==> src/rtl/alu_issue_sequencer_pkg.sv <==
// Shared definitions for the ALU issue sequencer.
// Contents:
//   alu_op_e     - 2-bit ALU operation encodings (ADD, SUB, MUL, ILL)
//   seq_state_e  - sequencer FSM state encodings (IDLE, EXEC, DONE)
//   RD_WIDTH     - destination register tag width
//   op_issues    - true when a decoded op must be sent to the ALU
//   op_illegal   - true when a decoded op is the reserved encoding
package alu_issue_sequencer_pkg;

    typedef enum logic [1:0] {
        ALU_OP_ADD = 2'b00,
        ALU_OP_SUB = 2'b01,
        ALU_OP_MUL = 2'b10,
        ALU_OP_ILL = 2'b11
    } alu_op_e;

    typedef enum logic [1:0] {
        SEQ_IDLE = 2'b00,
        SEQ_EXEC = 2'b01,
        SEQ_DONE = 2'b10
    } seq_state_e;

    localparam int RD_WIDTH = 5;

    // A NOP flag wins over the op field, so a NOP never issues and never
    // counts as illegal, whatever op bits come along with it.
    function automatic logic op_issues(input logic [1:0] op, input logic set_nop);
        return !set_nop && (op != ALU_OP_ILL);
    endfunction

    function automatic logic op_illegal(input logic [1:0] op, input logic set_nop);
        return !set_nop && (op == ALU_OP_ILL);
    endfunction

endpackage

==> src/rtl/alu_issue_sequencer_counter.sv <==
// alu_latency_counter: down-counter that tracks the remaining ALU cycles of
// the op currently in execution.
// Ports:
//   clk, rst_n  - clock, asynchronous active-low reset
//   clear       - synchronous clear to 0 (highest priority)
//   load        - load load_value
//   load_value  - remaining cycles after the first EXEC cycle (LAT-1)
//   dec         - decrement request; ignored once the count is 0
//   zero        - count is 0 (current EXEC cycle is the last one)
module alu_latency_counter #(
    parameter int CNT_WIDTH = 2
) (
    input  logic                 clk,
    input  logic                 rst_n,
    input  logic                 clear,
    input  logic                 load,
    input  logic [CNT_WIDTH-1:0] load_value,
    input  logic                 dec,
    output logic                 zero
);

    logic [CNT_WIDTH-1:0] cnt;

    // Saturates at 0 so a stray decrement can never wrap to the maximum.
    always_ff @(posedge clk or negedge rst_n) begin
        if (!rst_n) begin
            cnt <= '0;
        end else if (clear) begin
            cnt <= '0;
        end else if (load) begin
            cnt <= load_value;
        end else if (dec && (cnt != '0)) begin
            cnt <= cnt - CNT_WIDTH'(1);
        end
    end

    assign zero = (cnt == '0);

endmodule

==> src/rtl/alu_issue_sequencer.sv <==
// alu_issue_sequencer: execute-stage controller between the ALU control
// decoder and the ALU datapath. Accepts one decoded op per handshake, holds
// the ALU select/enable for the op's latency, captures the ALU result and
// presents it downstream with a valid/ready handshake.
// Ports:
//   clk, rst_n            - clock, asynchronous active-low reset
//   in_valid/in_ready     - decoded op handshake
//   in_alu_op, in_set_nop - op encoding and NOP flag
//   in_rd                 - destination register tag
//   flush                 - kill in-flight or held op (branch redirect)
//   alu_en, alu_op_sel    - ALU control, stable for the whole op
//   alu_result            - ALU output, sampled in the last alu_en cycle
//   out_valid/out_ready   - result handshake
//   out_result, out_rd    - captured result and its tag
//   stall                 - decoder has an op that cannot be taken
//   illegal_op            - one-cycle pulse after a reserved op is consumed
module alu_issue_sequencer
    import alu_issue_sequencer_pkg::*;
#(
    parameter int DATA_WIDTH  = 32,
    parameter int ALU_LATENCY = 1,
    parameter int MUL_LATENCY = 4
) (
    input  logic                  clk,
    input  logic                  rst_n,
    input  logic                  in_valid,
    output logic                  in_ready,
    input  logic [1:0]            in_alu_op,
    input  logic                  in_set_nop,
    input  logic [RD_WIDTH-1:0]   in_rd,
    input  logic                  flush,
    output logic                  alu_en,
    output logic [1:0]            alu_op_sel,
    input  logic [DATA_WIDTH-1:0] alu_result,
    output logic                  out_valid,
    input  logic                  out_ready,
    output logic [DATA_WIDTH-1:0] out_result,
    output logic [RD_WIDTH-1:0]   out_rd,
    output logic                  stall,
    output logic                  illegal_op
);

    localparam int CNT_WIDTH = (MUL_LATENCY > 1) ? $clog2(MUL_LATENCY) : 1;
    localparam logic [CNT_WIDTH-1:0] ALU_LOAD = CNT_WIDTH'(ALU_LATENCY - 1);
    localparam logic [CNT_WIDTH-1:0] MUL_LOAD = CNT_WIDTH'(MUL_LATENCY - 1);

    seq_state_e           state;
    logic [RD_WIDTH-1:0]  pending_rd;
    logic                 accept;
    logic                 issue;
    logic                 cnt_zero;
    logic [CNT_WIDTH-1:0] load_value;

    // A result waiting in DONE blocks new ops until the consumer takes it;
    // taking it and accepting the next op can happen in the same cycle.
    always_comb begin
        in_ready = 1'b0;
        case (state)
            SEQ_IDLE: in_ready = !flush;
            SEQ_EXEC: in_ready = 1'b0;
            SEQ_DONE: in_ready = out_ready && !flush;
            default:  in_ready = 1'b0;
        endcase
    end

    assign accept     = in_valid && in_ready;
    assign issue      = accept && op_issues(in_alu_op, in_set_nop);
    assign stall      = in_valid && !in_ready;
    assign load_value = (in_alu_op == ALU_OP_MUL) ? MUL_LOAD : ALU_LOAD;

    alu_latency_counter #(
        .CNT_WIDTH (CNT_WIDTH)
    ) u_latency_counter (
        .clk        (clk),
        .rst_n      (rst_n),
        .clear      (flush),
        .load       (issue),
        .load_value (load_value),
        .dec        (state == SEQ_EXEC),
        .zero       (cnt_zero)
    );

    // Sequencer FSM with all outputs registered. flush overrides every
    // transition; out_result/out_rd keep their last value after a flush
    // or a handoff so they only ever change on a capture.
    always_ff @(posedge clk or negedge rst_n) begin
        if (!rst_n) begin
            state      <= SEQ_IDLE;
            alu_en     <= 1'b0;
            alu_op_sel <= '0;
            pending_rd <= '0;
            out_valid  <= 1'b0;
            out_result <= '0;
            out_rd     <= '0;
            illegal_op <= 1'b0;
        end else begin
            illegal_op <= accept && op_illegal(in_alu_op, in_set_nop);
            if (flush) begin
                state     <= SEQ_IDLE;
                alu_en    <= 1'b0;
                out_valid <= 1'b0;
            end else begin
                case (state)
                    SEQ_IDLE: begin
                        if (issue) begin
                            state      <= SEQ_EXEC;
                            alu_en     <= 1'b1;
                            alu_op_sel <= in_alu_op;
                            pending_rd <= in_rd;
                        end
                    end
                    SEQ_EXEC: begin
                        if (cnt_zero) begin
                            state      <= SEQ_DONE;
                            alu_en     <= 1'b0;
                            out_valid  <= 1'b1;
                            out_result <= alu_result;
                            out_rd     <= pending_rd;
                        end
                    end
                    SEQ_DONE: begin
                        if (out_ready) begin
                            out_valid <= 1'b0;
                            if (issue) begin
                                state      <= SEQ_EXEC;
                                alu_en     <= 1'b1;
                                alu_op_sel <= in_alu_op;
                                pending_rd <= in_rd;
                            end else begin
                                state <= SEQ_IDLE;
                            end
                        end
                    end
                    default: begin
                        state  <= SEQ_IDLE;
                        alu_en <= 1'b0;
                    end
                endcase
            end
        end
    end

endmodule
==> config.mk <==
export PLATFORM = sky130hd
export DESIGN_NAME = alu_issue_sequencer
export DESIGN_NICKNAME = d
export VERILOG_FILES = /design/src/rtl/alu_issue_sequencer_pkg.sv /design/src/rtl/alu_issue_sequencer_counter.sv /design/src/rtl/alu_issue_sequencer.sv
export SDC_FILE = /design/constraint.sdc
export NUM_CORES = 1
export LEC_CHECK = 0
export ABC_AREA = 1
export CAP_MARGIN = 20
export CORE_MARGIN = 8
export CORE_UTILIZATION = 43
export CTS_BUF_LIST = sky130_fd_sc_hd__clkbuf_4 sky130_fd_sc_hd__clkbuf_8 sky130_fd_sc_hd__clkbuf_16
export DETAILED_ROUTE_END_ITERATION = 8
export HOLD_SLACK_MARGIN = 0.1
export PLACE_DENSITY = 0.89
export SLEW_MARGIN = 20
export SYNTH_ARGS = -nofsm -noshare
export SYNTH_HDL_FRONTEND = slang
export SYNTH_HIERARCHICAL = 1
export SYNTH_SLANG_ARGS = --single-unit
export TNS_END_PERCENT = 5
==> constraint.sdc <==
create_clock -name clk -period 1.5 [get_ports clk]
set_input_delay 0.3 -clock clk [delete_from_list [all_inputs] [get_ports clk]]
set_output_delay 0.3 -clock clk [all_outputs]
set_load 0.02 [all_outputs]
After elaboration in Yosys (flattened, before gate mapping)

Cells that the tools add are included.

Register bits after elaboration: 51
Latch bits: 0
Memory bits (writable): 0
Memory bits (read-only): 0
Input port bits: 45
Output and inout bits: 44
Logic and storage cells: 68
Memories: 0

Add/subtract/negate cells: 1
Multipliers: 0
Divide/modulo/power cells: 0
$lt $le $gt $ge: 0
Equality and inequality tests: 9
Shift-type cells: 0
Muxes and demuxes: 26
Bitwise operators: 1
Reduce and logical (&&, ||, !) cells: 22

Operators by type and width:

| operator                                                           | count |
|---|---|
| 2-bit 2-to-1 mux                                                   | 10 |
| 3-bit AND reduction                                                | 4 |
| 5-bit 2-to-1 mux                                                   | 2 |
| 5-bit case mux with 2 select lines                                 | 1 |
| 3-bit != test, second input constant                               | 3 |
| 1-bit logical AND                                                  | 8 |
| 1-bit 2-to-1 mux                                                   | 8 |
| 2-bit == test, second input constant                               | 3 |
| 2-bit case mux with 3 select lines                                 | 1 |
| 3-bit nonzero test                                                 | 2 |
| 2-bit logical NOT                                                  | 2 |
| 2-bit != test, second input constant                               | 2 |
| 1-bit case mux with 2 select lines                                 | 2 |
| 2-bit case mux with 2 select lines                                 | 1 |
| 2-bit nonzero test                                                 | 2 |
| 1-bit logical NOT                                                  | 3 |
| 1-bit case mux with 3 select lines                                 | 1 |
| 2-bit by 1-bit == test with 1-bit output, second input constant    | 1 |
| 2-bit AND reduction                                                | 1 |
| 2-bit by 1-bit subtractor with 2-bit output, second input constant | 1 |
| 1-bit NOT                                                          | 1 |

Logic depth before layout (Yosys ltp)

Word-level depth: 9
Gate-level depth with buffers: 8
Gate-level depth less buffers: 8

Cells and area by module

The synthesis kept the hierarchy.

Modules (own cells, without submodules):

| module              | times used | cells an instance | area an instance (sq um) | seq. area each (sq um) |
|---|---|---|---|---|
| alu_issue_sequencer | 1          | 225               | 2097.0                   | 1226.2 |
| alu_latency_counter | 1          | 20                | 136.4                    | 50.0 |

Least setup slack after synthesis

OpenSTA, ideal clock, no wires.

Kind: reg-to-output
From: register state[1]
To: output port stall
Data arrival time: 980 ps
Data required time: 1200 ps
Setup slack: 220 ps
Cell stages (with the launch flop): 5
Buffers on the path: 0
Cell sequence: dfrtp_1 > nand2_1 > nand2_1 > inv_1 > nor2_1

Word-level cells in the longest chain between the ends: 4
Elaborated cells between the ends (all ways): 5
Classes of those cells: eq/ne (1); mux (1); reduce/logical (3)

Ends and longest elaborated chain:

| element                                            | RTL line                   | RTL |
|---|---|---|
| start, declared                                    | alu_issue_sequencer.sv:47  | `seq_state_e state;` |
| start signal, assigned                             | alu_issue_sequencer.sv:88  | `state <= SEQ_IDLE;` |
| start signal, assigned                             | alu_issue_sequencer.sv:99  | `state <= SEQ_IDLE;` |
| start signal, assigned                             | alu_issue_sequencer.sv:106 | `state <= SEQ_EXEC;` |
| 2-bit == test or 2-bit logical NOT (tied branches) | alu_issue_sequencer.sv:58  | `case (state)` |
| 1-bit case mux with 2 select lines (*)             | alu_issue_sequencer.sv:58  |  |
| named net in_ready                                 | alu_issue_sequencer.sv:27  | `output logic in_ready,` |
| 1-bit logical NOT (*)                              | alu_issue_sequencer.sv:68  | `assign stall = in_valid && !in_ready;` |
| 1-bit logical AND (*)                              | alu_issue_sequencer.sv:68  |  |
| end, declared                                      | alu_issue_sequencer.sv:39  | `output logic stall,` |

Mark *: on every way through the listed nets, which the timed path passes. The rest lies on a longest branch.

Worst setup path in the final report

From: register state[0]
To: output port stall

Word-level cells in the longest chain between the ends: 4
Elaborated cells between the ends (all ways): 5
Classes of those cells: eq/ne (1); mux (1); reduce/logical (3)

Ends and longest elaborated chain:

| element                                            | RTL line |
|---|---|
| 2-bit == test or 2-bit logical NOT (tied branches) | alu_issue_sequencer.sv:58 |
| 1-bit case mux with 2 select lines (*)             | alu_issue_sequencer.sv:58 |
| 1-bit logical NOT (*)                              | alu_issue_sequencer.sv:68 |
| 1-bit logical AND (*)                              | alu_issue_sequencer.sv:68 |

Every way passes the cells marked *; elsewhere a longest branch is shown, timed or not.

==> results by group <==
Worst setup path
  • Family with the most delay on the worst path: flip-flops
  • Worst reg-to-reg path cell count: 8
  • CP max FO: 3
  • Crit path kind: flop to primary output
  • Element type at the critical path end: primary output
  • Cell breakdown of the critical path: nor2_2 -> nand2_1 -> inv_2 -> nor2_1 -> buf_4
  • Critical Path Slowest Stage Cell: dfrtp_1
  • Slowest cell delay on critical path: 0.40 ns
  • Buffering stage count on the worst path with inverters included: 2
  • Type of element launching the critical path: flop
  • End of the worst register-to-register path: u_latency_counter/cnt[0]$_DFFE_PN0P_
  • Data required time of the worst path: 1.20 ns
  • Flop2flop setup slack: 0.12 ns
  • Start of the worst register-to-register path: state[0]$_DFFE_PN0P_
  • Worst endpoint data arrival time: 1.13 ns

Synthesis
  • Synthesized-area fraction occupied by xor and xnor cells: 0%
  • Multiplexer share of the synthesized area: 0%
  • Sequential share of the synthesized area: 57.1%
  • Simple-gate area share of the yosys netlist: 16.9%
  • Yosys warnings: 6
  • Synth unique cells: 20
  • Post-Syn Area per Cell: 9.12 µm²
  • #FFs+latches synth: 51
  • Summed instance area of the synthesized netlist: 2230 µm²
  • Synthesized instance count: 245
  • Synth Area in Adders: 0.560%
  • Largest family of logic cells by synthesized area: simple AND/OR/NAND/NOR gates
  • Post-Synthesis Net Count: 291
  • Synthesized-area fraction occupied by ao, oa, aoi and oai cells: 13.0%

CTS
  • H-tree levels: 2
  • Clk Latency, worst-skew pair: 0.29 ns
  • Reg clk slew, reported paths: 0.08 ns
  • CTS tree: built
  • Clock Tree Buf Depth: 2
  • Buffer type at the clock tree root: clkbuf_8
  • Clk sink count: 51
  • Total clock buffers created by CTS: 5

Timing
  • Max-slew violation count: 0
  • Setup slack of the critical path after layout: 0.0681 ns
  • Fin. Hold Viols: 0
  • Final worst path period share: 95.5%
  • Max Freq: 698 MHz
  • Actual transition at the worst max-transition pin: 0.406 ns
  • Shortest period the worst path allows: 1.43 ns
  • Worst Clk Skew: 0.00313 ns
  • WHS: 0.425 ns
  • Worst relative slew slack: 72.9%
  • Finish-stage setup viols: 0

Routing
  • Vias post-DR: 1830
  • Remaining DRCs: 0
  • DRT Pass-1 Iters: 4
  • ANT nets after route: 0
  • Total wirelength of the detailed-routed design: 5200 µm
  • Initial detailed-routing violation count: 67
  • Vias per Instance: 4.34
  • Avg WL per Cell: 12.3 µm

Global route
  • Global-route wire length before repair: 8540 µm
  • Total routing resource utilization after global routing: 13.7%
  • Vias in the first global route: 1851
  • Initial antenna violation count: 0
  • Pin count of the biggest net entering global routing: 44
  • Leftover overflow at the end of global routing: 0

Floorplan
  • Count of standard-cell rows: 26
  • Core area: 5070 µm²
  • Horizontal die dimension: 88.1 µm
  • Initial cell density of the core: 44.0%
  • Floorplan die area: 7760 µm²
  • Die Y: 88.1 µm
  • IO Pins: 89

Placement
  • PortBufs: 88
  • Final HPWL DP: 4110 µm
  • Area of placed instances: 3280 µm²
  • Post-placement worst setup slack: -0.467 ns
  • Count of placed standard cells including taps: 412
  • Global placer's final weighted congestion: 0.764

Status
  • Run status: completed

Worst hold path
  • Hold Startpoint: out_ready
  • Min-Delay Path Class: input pin to flop
  • Worst-case hold path end point: out_valid$_DFFE_PN0P_
  • WHS Path Cells: 4

Power
  • Power Dens Cells: 1580 nW/µm²
  • Reported leakage power: 1.88 nW
  • VDD IR max: 0.000720 V
  • Post-route total power: 5.30 mW

Cells and area
  • Fraction of layout instances using a drive strength above 1: 16.2%
  • Leading cell types in the layout, fill and taps excluded: nand2_1, inv_1, dfrtp_1
  • Most common cell after layout, fill and taps aside: nand2_1
  • Final standard cell area without fillers: 3350 µm²
  • NumNets Final: 397
  • Antenna diode count: 0
  • Non-filler instance count after layout: 422
  • Filler Cell Count: 433
  • Area overhead of the layout relative to synthesis: 50.0%

Run
  • Max Cap Viol: 0
==> repair_timing <==
item                                    in CTS  in global routing
setup buffers                                0                  1
endpoints found under the setup margin      44                  4
gates resized for setup                     54                  1
endpoints found under the hold margin       14                  0
pin swaps                                    1                  2
hold buffers                                 1                  0
==> stage by stage <==
stage                     util [%]  setup TNS (ns)
after CTS                     65.8               0
after detailed placement      64.7           -5.76
after global placement        64.7           -3.99
after floorplan                  -               0
after global routing          66.0         -0.0164
final                         66.0               0
==> where the power goes <==
group	total, mW	internal [mW]	switching, mW
Sequential	2.18	1.91	0.266
Clock	0.846	0.439	0.407
Combinational	2.27	0.940	1.33
Total	5.30	3.29	2.01
==> registers in the layout (all words and copies together), names as in the netlist <==
register	flops
state	2
u_latency_counter/cnt	2
illegal_op	1
out_valid	1
out_rd	5
out_result	32
alu_en	1
alu_op_sel	2
pending_rd	5
==> worst reg2reg max path, delay by kind of cell (launching register included) <==
kind                   cells  cell delay, ns
AO/OA/AOI/OAI              1            0.08
buffers and inverters      1            0.15
flip-flops                 1            0.40
AND/OR/NAND/NOR            6            0.69
==> cell families after synthesis <==
logic type | count (synthesis)
AOI/OAI and AO/OA | 42
adders and majority gates | 1
buffers and inverters | 61
DFF | 51
and+or+nand+nor | 90
==> per-layer routing <==
metal	global-route usage, %	vias to the layer above	wire, µm
li1	-	946	-
met1	16.3	820	2230
met4	2.30	0	12
met3	4.03	2	355
met5	0	-	0
met2	24.1	62	2600
==> final cells by class <==
cell class	instances	area, µm²	share of cell area (%)
sequential	51	1280	38.1
timing repair buffer	107	1000	29.8
multi-input combinational	133	683	20.4
inverter	53	199	5.94
clock buffer	8	104	3.10
tap	70	87.6	2.61
==> how the worst max path moves through the flow <==
stage                              start        to  slack, ns  cells after the start
floorplan           state[1]$_DFFE_PN0P_     stall       0.22                      4
global placement               out_ready     stall      -0.43                      7
detailed placement                 flush  in_ready      -0.47                      5
CTS                                flush     stall       0.02                      6
global route        state[0]$_DFFE_PN0P_     stall      -0.02                      5
finish              state[0]$_DFFE_PN0P_     stall       0.07                      5
==> synth_stat cells (all sizes together) <==
cell type	number	share of area, %
buf	7	3.2
o21ai	39	12
nand3	7	1.8
nand3b	1	0.50
a31oi	2	0.56
clkbuf	1	0.22
dfrtp	51	57
ha	1	0.56
o211ai	1	0.34
inv	53	8.9
nor2	8	2.1
nor3	1	0.22
nand2	73	12
Power figures use the tool's default switching activity.
==> edit 1 (config.mk and constraints unchanged) <==
The 3 states of `seq_state_e` get a one-hot encoding in 3 bits.
--- a/src/rtl/alu_issue_sequencer_pkg.sv
+++ b/src/rtl/alu_issue_sequencer_pkg.sv
@@ -15,8 +15,8 @@
     } alu_op_e;
 
-    typedef enum logic [1:0] {
-        SEQ_IDLE = 2'b00,
-        SEQ_EXEC = 2'b01,
-        SEQ_DONE = 2'b10
+    typedef enum logic [2:0] {
+        SEQ_IDLE = 3'b001,
+        SEQ_EXEC = 3'b010,
+        SEQ_DONE = 3'b100
     } seq_state_e;
 
Check against the original RTL: same outputs for any inputs over 10 cycles, from zero or initial values and one cycle with rst_n low; not proved beyond that.
==> edit 1 against the unedited design <==
  * The run now ends with negative setup slack left
  * Design area increased by 5.1%
  * Combinational power decreased by 9.3%
  * Power decreased by 3.7%
  * Utilization increased by 2.9 points
  * Worst setup slack got worse by 130 ps
  * Critical path depth unchanged
  * Sequential cell count increased by 1
  * Routed wire length increased by 9.6%
  * First-iteration DRC count decreased by 42%
  * Synthesized area increased by 1.4%
==> edit 1: results (changes against the unedited design) <==
- Final TNS setup: -1120 ps (was 0 ps)
- Final setup vio count: 34 (was 0)
- Hold endpoint: state[2] (was out_valid)
- Largest cells by area after synthesis: dfrtp_1 56%, mux2_4 19%, nand2_1 6.1%, inv_1 3.0%, o21ai_0 2.9% (was dfrtp_1 57%, nand2_1 12%, inv_1 8.7%, o21ai_2 7.8%, buf_6 3.0%)
- Compound-Gate Fraction of Synth Area: 3.87% (was 13.0%)
- DRT iter0 DRCs: 39 (was 67)
- Clock power share: 18.6% (was 16.0%)
- Comb pwr: 2.06 mW (was 2.27 mW)
- Share of cells above drive strength 1: 27.2% (was 16.2%)
- Worst hold path stage count: 5 (was 4)
- Synth cell types: 23 (was 20)
- GP Congestion: 0.848 (was 0.764)
- FF-to-FF End: out_result[15] (was u_latency_counter/cnt[0])
- Failing checks: negative setup slack
- Finished Layout Cells: 371 (was 422)
- Total track usage: 14.7% (was 13.7%)
- Top post-synthesis cells by count: 51 x dfrtp_1, 37 x nand2_1, 29 x mux2_4 (was 73 x nand2_1, 52 x inv_1, 51 x dfrtp_1)
- First-pass GRT wire length: 9030 µm (was 8540 µm)
- Power Density: 1450 nW/µm² (was 1580 nW/µm²)
- Slew margin rel.: 74.8% (was 72.9%)
- Post-synthesis adder-cell area fraction: 0.552% (was 0.560%)
- Sequential-to-total area share from yosys stat: 57.5% (was 57.1%)
- Worst hold slack: 442 ps (was 425 ps)
- Post-synthesis mux area share: 20.7% (was 0%)
- Switching share of power: 33.8% (was 37.9%)
- Clk_skew: 5.79 ps (was 3.13 ps)
- Post-CTS Resized: 58 (was 54)
- Final setup margin: -58.5 ps (was 68.1 ps)
- CP startpoint: state[0] (unchanged)
- DR vias: 1744 (was 1830)
- Status: finished, violations left (was finished clean)
- Placed cell count: 361 (was 412)
- Post-route cell area: 3520 µm² (was 3350 µm²)
- Reg2Reg Depth: 7 (was 8)
- Filler cells: 400 (was 433)
- VDD IR-drop max: 921 µV (was 720 µV)
- Final #Nets: 346 (was 397)
- Largest net degree at the start of global routing: 31 (was 44)
- Worst Path Arrival: 1260 ps (was 1130 ps)
[edit 1: final cells by class]
type	instances	area share (%)
tap	70	2.49
inverter	19	2.17
timing repair buffer	111	29.3
clock inverter	3	1.32
sequential	52	37.0
clock buffer	5	1.96
multi-input combinational	111	25.8
[edit 1: per-layer routing]
metal | track usage, % | vias up | routed length [µm]
met5 | 0 | - | 0
met4 | 2.76 | 0 | 44
met3 | 3.53 | 6 | 313
met2 | 25.4 | 63 | 2910
met1 | 18.2 | 840 | 2430
li1 | - | 835 | -
[edit 1: how the worst max path moves through the flow]
stage / endpoint / slack, ps / cells after the start
floorplan: u_latency_counter/cnt[0] / 5 / 10
global placement: stall / -520 / 6
detailed placement: stall / -570 / 6
finish: stall / -60 / 5
global route: stall / -110 / 5
CTS: stall / -110 / 5
[edit 1: critical path, cell delays in order (launching register included)]
cell and delay, ps:
dfstp_2 560, nor2_1 50, nand3_2 90, nand2_4 60, nor2_4 80, buf_6 120
==> edit 2 (config.mk and constraints unchanged) <==
Made on the original files. The parameter `DATA_WIDTH` goes from 32 to 36.
--- a/src/rtl/alu_issue_sequencer.sv
+++ b/src/rtl/alu_issue_sequencer.sv
@@ -18,5 +18,5 @@
     import alu_issue_sequencer_pkg::*;
 #(
-    parameter int DATA_WIDTH  = 32,
+    parameter int DATA_WIDTH  = 36,
     parameter int ALU_LATENCY = 1,
     parameter int MUL_LATENCY = 4
Ports: changed (resized alu_result and out_result); port bits go from 89 to 97. The function was not compared with the original's and may differ.
==> edit 2 against the unedited design <==
  * Routed wire length rose by 12%
  * Critical path type unchanged
  * Power rose by 0.26%
  * Cell count increased by 5.7%
  * Design area rose by 9.5%
  * Worst setup slack worse by 18 ps
  * Fmax is 1.3% lower
  * Hold slack better by 49 ps
  * Synthesized area increased by 12%
  * Sequential cell count rose by 4
==> edit 2: results (changes against the unedited design) <==
- Status: finished clean (unchanged)
- Sequential-to-total area share from yosys stat: 55.2% (was 57.1%)
- Filler cells: 481 (was 433)
- Syn_nets: 311 (was 291)
- First-pass GRT wire length: 9870 µm (was 8540 µm)
- Synth warnings: 6 (unchanged)
- Post-Route WL: 5840 µm (was 5200 µm)
- DRT iter0 DRCs: 49 (was 67)
- Post-synthesis adder-cell area fraction: 0.502% (was 0.560%)
- Root Buffer: clkbuf_8 (unchanged)
- Clk_skew: 4.57 ps (was 3.13 ps)
- Post-synthesis mux area share: 0% (unchanged)
- Largest registers: out_result (36), out_rd (5), pending_rd (5) (was out_result (32), out_rd (5), pending_rd (5))
- Ant diodes: 0 (unchanged)
- Top post-synthesis cells by count: 57 x nand2_1, 55 x dfrtp_1, 54 x inv_1 (was 73 x nand2_1, 52 x inv_1, 51 x dfrtp_1)
- Worst skew pair latency: 300 ps
- Crit path max fanout: 3 (unchanged)
- Total track usage: 14.1% (was 13.7%)
- H-tree Lvls: 2 (unchanged)
- Async SR Flop Fraction: 100% (unchanged)
- Final #Nets: 423 (was 397)
- Placed inst area: 3620 µm² (was 3280 µm²)
- Antenna violations before repair: 0 (unchanged)
- VDD IR-drop max: 849 µV (was 720 µV)
- Lkg Pwr: 2.04 nW (was 1.88 nW)
- Worst-path clk slew: 90 ps
- Compound-Gate Fraction of Synth Area: 14.2% (was 13.0%)
- Largest cells by area after synthesis: dfrtp_1 55%, o21ai_2 11%, nand2_1 8.6%, inv_1 8.1%, nand2_2 4.8% (was dfrtp_1 57%, nand2_1 12%, inv_1 8.7%, o21ai_2 7.8%, buf_6 3.0%)
- Total CTS buffers: 5 (unchanged)
- GP Congestion: 0.756 (was 0.764)
- Detailed Place HPWL: 4580 µm (was 4110 µm)
- Synth cell types: 21 (was 20)
- Largest net degree at the start of global routing: 56 (was 44)
- Port Buffers: 96 (was 88)
- Synth Area in XOR/XNOR: 0% (unchanged)
- Worst-Margin Slew: 295 ps (was 406 ps)
- Worst Path Arrival: 1150 ps (was 1130 ps)
- Hold Crit Class: in -> reg (unchanged)
- Pre-antenna DRT Iters: 3 (was 4)
- DR vias: 1997 (was 1830)
- Share of cells above drive strength 1: 23.8% (was 16.2%)
- CTS max path bufs: 2 (unchanged)
-- edit 2: changes by cell type after synthesis, moves of 2 or more --
| cell | change |
|---|---|
| o21ai_0 | -7 |
| nand2_1 | -16 |
| buf_6 | +2 |
| nor2_1 | +3 |
| dfrtp_1 | +4 |
| o21ai_2 | +12 |
| nand2_2 | +19 |
| inv_1 | +2 |
| nand3_1 | -2 |
-- edit 2: worst paths after layout --
kind / start / endpoint / slack (ps) / cells after the start
min in group asynchronous: rst_n / out_result[34] / 540 / 3
hold / removal: out_ready / out_valid / 470 / 4
setup reg to reg: u_latency_counter/cnt[0] / out_result[6] / 170 / 6
max in group asynchronous: rst_n / out_valid / 720 / 3
hold reg to reg: pending_rd[2] / pending_rd[2] / 480 / 2
setup / recovery: state[0] / stall / 50 / 5
-- edit 2: kinds of logic after synthesis --
| group | count (synthesis) |
|---|---|
| flops | 55 |
| simple gates | 95 |
| compound gates | 46 |
| buf+inv | 64 |
| fa+ha+maj | 1 |
-- edit 2: power breakdown --
group	total, mW	switching [mW]	internal, mW
Clock	0.806	0.441	0.365
Sequential	2.27	0.284	1.98
Combinational	2.24	1.28	0.961
Total	5.31	2.00	3.31
-- edit 2: stage by stage --
stage / hold slack, ps / cells / setup TNS (ps) / worst slack (ps)
4_1_cts: 449 / 446 / -28.9 / -28.9
3_3_place_gp: 320 / 437 / -4080 / -480
6_report: 474 / 446 / 0 / 49.8
2_1_floorplan: 4.41 / 261 / 0 / 192
3_5_place_dp: 321 / 437 / -5330 / -571
5_1_grt: 483 / 446 / -2.98 / -2.98
-- edit 2: layer usage --
layer | wire length, µm | global-route usage [%] | vias up
li1 | - | - | 1007
met1 | 2430 | 16.6 | 926
met2 | 2960 | 23.5 | 62
met3 | 424 | 5.38 | 2
met4 | 19 | 3.76 | 0
met5 | 0 | 0 | -
-- edit 2: final cells by class --
cell class | count | area, µm² | share of cell area [%]
Tap cell | 72 | 90.1 | 2.46
Sequential cell | 55 | 1380 | 37.5
Timing Repair Buffer | 114 | 1080 | 29.4
Clock inverter | 1 | 5.00 | 0.136
Inverter | 55 | 206 | 5.63
Clock buffer | 7 | 83.8 | 2.29
Multi-Input combinational cell | 142 | 830 | 22.6
-- edit 2: critical path, stage by stage (launching register included) --
cell and delay (ps):
dfrtp_1 410, nor2_2 110, nand2_1 80, inv_2 90
nor2_2 50, buf_6 120
-- edit 2: repair_timing --
item                                    CTS  global route
hold buffers                              1             0
setup buffers                             0             0
pin swaps                                 1             1
gates resized for setup                  60             3
endpoints found under the hold margin    55             0
endpoints found under the setup margin   48             2
